**config.mk**
```make
export PLATFORM = sky130hd
export DESIGN_NAME = pixel_filter
export DESIGN_NICKNAME = d
export VERILOG_FILES = /design/src/rtl/pixel_filter_pkg.sv /design/src/rtl/pixel_filter_rgb_to_luma.sv /design/src/rtl/pixel_filter.sv
export SDC_FILE = /design/constraint.sdc
export NUM_CORES = 1
export LEC_CHECK = 0
export CELL_PAD_IN_SITES_DETAIL_PLACEMENT = 0
export CELL_PAD_IN_SITES_GLOBAL_PLACEMENT = 1
export CORE_MARGIN = 2
export CORE_UTILIZATION = 41
export DETAILED_ROUTE_END_ITERATION = 7
export GPL_ROUTABILITY_DRIVEN = 0
export PLACE_DENSITY = 0.81
export SLEW_MARGIN = 20
export SYNTH_ARGS = -nofsm -noshare
export SYNTH_HDL_FRONTEND = slang
export SYNTH_SLANG_ARGS = --single-unit
```
**constraint.sdc**
```tcl
create_clock -name aclk -period 6.65 [get_ports aclk]
set_input_delay 0.665 -clock aclk [delete_from_list [all_inputs] [get_ports aclk]]
set_output_delay 0.665 -clock aclk [all_outputs]
set_load 0.01 [all_outputs]
```
**src/rtl/pixel_filter_pkg.sv**
```systemverilog
// Shared types and luma constants for the pixel_filter video block.
// PIXEL_FILTER_THRESH_EN enables THRESH; otherwise mode 3 decodes to PASS.
package pixel_filter_pkg;

  typedef enum logic [1:0] {
    PASS   = 2'd0,
    GREY   = 2'd1,
    INVERT = 2'd2,
    THRESH = 2'd3
  } mode_e;

  // 19 + 38 + 7 = 64, so white stays white after the shift
  localparam int unsigned LUMA_CR    = 19;
  localparam int unsigned LUMA_CG    = 38;
  localparam int unsigned LUMA_CB    = 7;
  localparam int unsigned LUMA_SHIFT = 6;

  function automatic mode_e mode_decode(input logic [1:0] m);
    mode_e r;
    case (m)
      2'd1:    r = GREY;
      2'd2:    r = INVERT;
`ifdef PIXEL_FILTER_THRESH_EN
      2'd3:    r = THRESH;
`endif
      default: r = PASS;
    endcase
    return r;
  endfunction

endpackage

```
**src/rtl/pixel_filter_rgb_to_luma.sv**
```systemverilog
// Combinational weighted RGB sum feeding the stage-1 luma register.
// Output width CH_W+7 cannot overflow for a full-scale pixel.
module rgb_to_luma
  import pixel_filter_pkg::*;
#(
  parameter int CH_W = 8
) (
  input  logic [CH_W-1:0] i_r,
  input  logic [CH_W-1:0] i_g,
  input  logic [CH_W-1:0] i_b,
  output logic [CH_W+6:0] o_sum
);

  localparam int SW = CH_W + 7;

  assign o_sum = SW'(LUMA_CR) * SW'(i_r)
               + SW'(LUMA_CG) * SW'(i_g)
               + SW'(LUMA_CB) * SW'(i_b);

endmodule

```
**src/rtl/pixel_filter.sv**
```systemverilog
// Two-stage AXI4-Stream pixel filter: PASS, GREY, INVERT, THRESH.
// THRESH and its comparator exist only with PIXEL_FILTER_THRESH_EN.
module pixel_filter
  import pixel_filter_pkg::*;
#(
  parameter int CH_W        = 8,
  parameter int THR_DEFAULT = 128
) (
  input  logic              aclk,
  input  logic              areset,
  input  logic [3*CH_W-1:0] s_axis_video_tdata,
  input  logic              s_axis_video_tvalid,
  input  logic              s_axis_video_tlast,
  input  logic              s_axis_video_tuser,
  output logic              s_axis_video_tready,
  output logic [3*CH_W-1:0] m_axis_video_tdata,
  output logic              m_axis_video_tvalid,
  output logic              m_axis_video_tlast,
  output logic              m_axis_video_tuser,
  input  logic              m_axis_video_tready,
  input  logic [1:0]        mode_i,
  input  logic [CH_W-1:0]   thresh_i,
  output logic [1:0]        mode_active_o
);

  localparam int SW = CH_W + 7;
  localparam int PW = 3 * CH_W;

  logic            w_en;
  logic            w_accept;
  logic [CH_W-1:0] w_r;
  logic [CH_W-1:0] w_g;
  logic [CH_W-1:0] w_b;
  logic [SW-1:0]   w_sum;
  mode_e           w_mode_in;
  logic [CH_W-1:0] w_luma;
  logic [PW-1:0]   w_out;
  logic            w_unused;

  logic          r_s1_valid;
  logic          r_s1_last;
  logic          r_s1_user;
  logic [PW-1:0] r_s1_pix;
  logic [SW-1:0] r_s1_sum;
  mode_e         r_s1_mode;

  logic          r_s2_valid;
  logic          r_s2_last;
  logic          r_s2_user;
  logic [PW-1:0] r_s2_pix;

  mode_e r_mode_active;

  assign w_en = !r_s2_valid || m_axis_video_tready;
  assign s_axis_video_tready = w_en && !areset;
  assign w_accept = s_axis_video_tvalid && s_axis_video_tready;
  assign {w_r, w_b, w_g} = s_axis_video_tdata;

  // a new mode takes effect on its own start-of-frame beat
  assign w_mode_in = (w_accept && s_axis_video_tuser)
                   ? mode_decode(mode_i) : r_mode_active;

  rgb_to_luma #(
    .CH_W (CH_W)
  ) u_luma (
    .i_r   (w_r),
    .i_g   (w_g),
    .i_b   (w_b),
    .o_sum (w_sum)
  );

  always_ff @(posedge aclk) begin
    if (areset) begin
      r_s1_valid    <= 1'b0;
      r_s1_last     <= 1'b0;
      r_s1_user     <= 1'b0;
      r_s1_pix      <= '0;
      r_s1_sum      <= '0;
      r_s1_mode     <= PASS;
      r_mode_active <= PASS;
    end else if (w_en) begin
      r_s1_valid    <= w_accept;
      r_s1_last     <= s_axis_video_tlast;
      r_s1_user     <= s_axis_video_tuser;
      r_s1_pix      <= s_axis_video_tdata;
      r_s1_sum      <= w_sum;
      r_s1_mode     <= w_mode_in;
      r_mode_active <= w_mode_in;
    end
  end

  assign w_luma = r_s1_sum[LUMA_SHIFT +: CH_W];

  always_comb begin
    w_out = r_s1_pix;
    case (r_s1_mode)
      GREY:    w_out = {3{w_luma}};
      INVERT:  w_out = ~r_s1_pix;
`ifdef PIXEL_FILTER_THRESH_EN
      THRESH:  w_out = (w_luma >= thresh_i) ? '1 : '0;
`endif
      default: w_out = r_s1_pix;
    endcase
  end

  always_ff @(posedge aclk) begin
    if (areset) begin
      r_s2_valid <= 1'b0;
      r_s2_last  <= 1'b0;
      r_s2_user  <= 1'b0;
      r_s2_pix   <= '0;
    end else if (w_en) begin
      r_s2_valid <= r_s1_valid;
      r_s2_last  <= r_s1_last;
      r_s2_user  <= r_s1_user;
      r_s2_pix   <= w_out;
    end
  end

  assign m_axis_video_tdata  = r_s2_pix;
  assign m_axis_video_tvalid = r_s2_valid;
  assign m_axis_video_tlast  = r_s2_last;
  assign m_axis_video_tuser  = r_s2_user;
  assign mode_active_o       = r_mode_active;

  assign w_unused = ^{thresh_i, 1'(THR_DEFAULT),
                      r_s1_sum[SW-1], r_s1_sum[LUMA_SHIFT-1:0]};

endmodule

```
==> flow_summary.yaml <==
critical_path:
  crit_path_max_incr_delay_ns: 0.54
  slowest_stage: "clkdlybuf4s50_1"
  cp_top_family: "adder cells"
  arrival_ns: 6.18
  worst_setup_path_end_kind: "register"
  start_kind: "primary input"
  crit_chain: "clkdlybuf4s50_1, ha_1, fa_1, ha_1, o21ai_0, nor2_1, nor2_1, fa_1, ha_1, inv_1, fa_1, fa_1, inv_1, ha_1, a21oi_1, o21ai_0, nor3_1, or3_1, a311oi_1"
  worst-path-stages: 19
  crit_buf_inv: 3
  reg2reg_depth: 6
  crit_required_ns: 6.89
  crit_fanout: 5
  crit_type: "primary input to register"
cts:
  ctsHoldBuffers: 0
  cts_sinks: 64
  clk_latency_ns: 0.33
  clk_pin_slew_ns: 0.05
  numCtsBuffers: 9
  cts_root_buf: "clkbuf_16"
  cts_tree: "built"
  post_cts_buffers: 0
  clk_path_buf_depth: 2
  ctsResizeCount: 0
  htreeDepth: 3
cells_and_area:
  nNetsFinal: 790
  n_antenna_cell: 0
  synthToLayoutAreaGrowth_pct: 19.9
  mostFrequentLayoutCells: "a21oi_1 (116), inv_1 (76), nand2_1 (74)"
  drive_gt1_frac: 0.0468
  final_common_cell: "a21oi_1"
  regArea_mm2: 0.00128
  fin_util: 0.509
  multi_input_area_mm2: 0.00322
  fillCellCount: 1137
outcome:
  status: "completed"
yosys:
  async_reset_ff_frac: 0
  synth_area_per_cell_um2: 8.03
  ys_types: 45
  ys.warnings.count: 0
  seq_area_frac_synth: 0.261
  synthCells: 611
  synthFlopType: "dfxtp_1"
  synth_edf_count: 0
  synth_fp_nets: 742
  ys_ff_latch: 64
  syn_area_mm2: 0.00491
placed_design:
  port_buffers: 61
  hpwl_um: 8670
drt:
  vias: 4142
  via_per_inst: 5.14
  drt_wl_total_um: 11200
  drt_iter0_drc: 263
  dr.pass1.iters: 4
  drcViolationCount: 0
  wl_per_cell_um: 13.9
  antenna_left: 0
min_path:
  hold_class: "register to register"
  hold_depth: 2
floorplan:
  die-area_mm2: 0.0129
  die_x_um: 113
  start_util: 0.424
  dieHeight_um: 113
  row_count: 39
  num_io_pins: 70
  core_area_mm2: 0.0116
global_route:
  antenna_found_initial: 0
  grt_pass1_wl_um: 19100
  grt.overflow.total: 0
  grtUsageTotal: 0.183
  grt_max_degree: 88
  grt_pass1_vias: 4175
job:
  cap_violations: 0
timing:
  tightest_slew_ns: 0.885
  fin_crit_sh: 0.894
  fin_crit_ns: 5.94
  max_freq_mhz: 168
  tns_ns: 0
  report.final.slew_viol_count: 0
  setup_viol: 0
  rsz0062_at_grt: "no"
  slew_headroom: 0.410
  skew_ns: 0.00571
  hold_viol: 0
power_and_ir_drop:
  p_leak_nw: 2.62
  powerDensity_mw_per_mm2: 366
  ir_drop_mv: 0.210
## state kept, by name, summed over array words and instances (netlist names)
signal               count
r_s1_last                1
m_axis_video_tvalid      1
r_s1_valid               1
r_s1_pix                24
r_s1_user                1
r_s1_sum                 8
m_axis_video_tlast       1
m_axis_video_tdata      24
m_axis_video_tuser       1
mode_active_o            2
## layout make-up
type / instances / area share
clock buffer: 11 / 0.0430
sequential: 64 / 0.218
clock inverter: 4 / 0.00340
multi-input combinational: 442 / 0.548
timing repair buffer: 66 / 0.109
inverter: 76 / 0.0485
tap: 143 / 0.0304
## kinds of logic (layout without fill, tap and decap cells)
family | after synthesis | after routing | synth area share
XOR/XNOR | 10 | 10 | 0.0178
AND/OR/NAND/NOR | 194 | 194 | 0.183
AO/OA/AOI/OAI | 147 | 147 | 0.164
buffers and inverters | 105 | 157 | 0.0841
adder cells (fa/ha/maj) | 91 | 91 | 0.290
flip-flops | 64 | 64 | 0.261
## where the power goes
group / switching (mW) / internal, mW / total (mW)
sequential: 0.0225 / 0.430 / 0.453
clock: 0.162 / 0.267 / 0.429
combinational: 0.683 / 0.590 / 1.27
## synthesized netlist by cell type, types with 2 or more instances
library cell	n	area share
nand2b_1	30	0.038
a31oi_1	2	0.0025
or3_1	2	0.0025
o21ai_0	4	0.0041
o221ai_1	2	0.0036
nor3_1	6	0.0061
dfxtp_1	64	0.26
xor2_1	3	0.0054
buf_1	3	0.0023
nor2_1	61	0.047
a21oi_1	116	0.12
nand3_1	3	0.0031
or2_2	3	0.0038
inv_1	76	0.058
o21ai_1	3	0.0031
xnor2_1	7	0.012
a211oi_1	2	0.0031
o21bai_1	2	0.0031
nor3_2	2	0.0041
fa_1	38	0.15
clkbuf_1	23	0.018
a21o_1	4	0.0061
o22ai_1	2	0.0025
ha_1	53	0.14
nor3b_1	3	0.0046
nand2_1	74	0.057
and3_1	3	0.0038
nand3b_1	3	0.0046
## metrics by stage
stage                     power (mW)  setup slack [ns]  hold slack, ns  instance area, um^2  std cells
after floorplan                 1.45              1.34           0.432                 4910        611
after global placement          1.71             0.440           0.438                 5610        791
after detailed placement        1.74             0.336           0.451                 5610        791
after CTS                       2.18             0.675           0.460                 5880        806
after global routing            2.41             0.339           0.483                 5880        806
final                           2.16             0.708           0.455                 5880        806
## worst reg2reg max path, cell delays in order (launching register included)
cell	delay (ns)
dfxtp_1	0.34
nor2b_4	0.14
buf_4	0.63
nor2_1	0.28
and3_1	0.30
nand2b_1	0.15
a21oi_1	0.13
## metal layers
layer	wire [um]	vias up	track usage
met4	149	0	0.0463
li1	-	2088	-
met1	4920	1972	0.219
met5	0	-	0
met3	407	9	0.0420
met2	5720	73	0.333
## final timing paths
kind	startpoint	to	slack, ns
setup / recovery	s_axis_video_tdata[1]	r_s1_sum[13]	0.71
setup reg to reg	m_axis_video_tvalid	mode_active_o[0]	4.59
hold reg to reg	r_s1_sum[7]	r_s1_sum[7]	0.46
hold / removal	r_s1_sum[7]	r_s1_sum[7]	0.46
No activity file was read; power rests on OpenSTA's default activity.
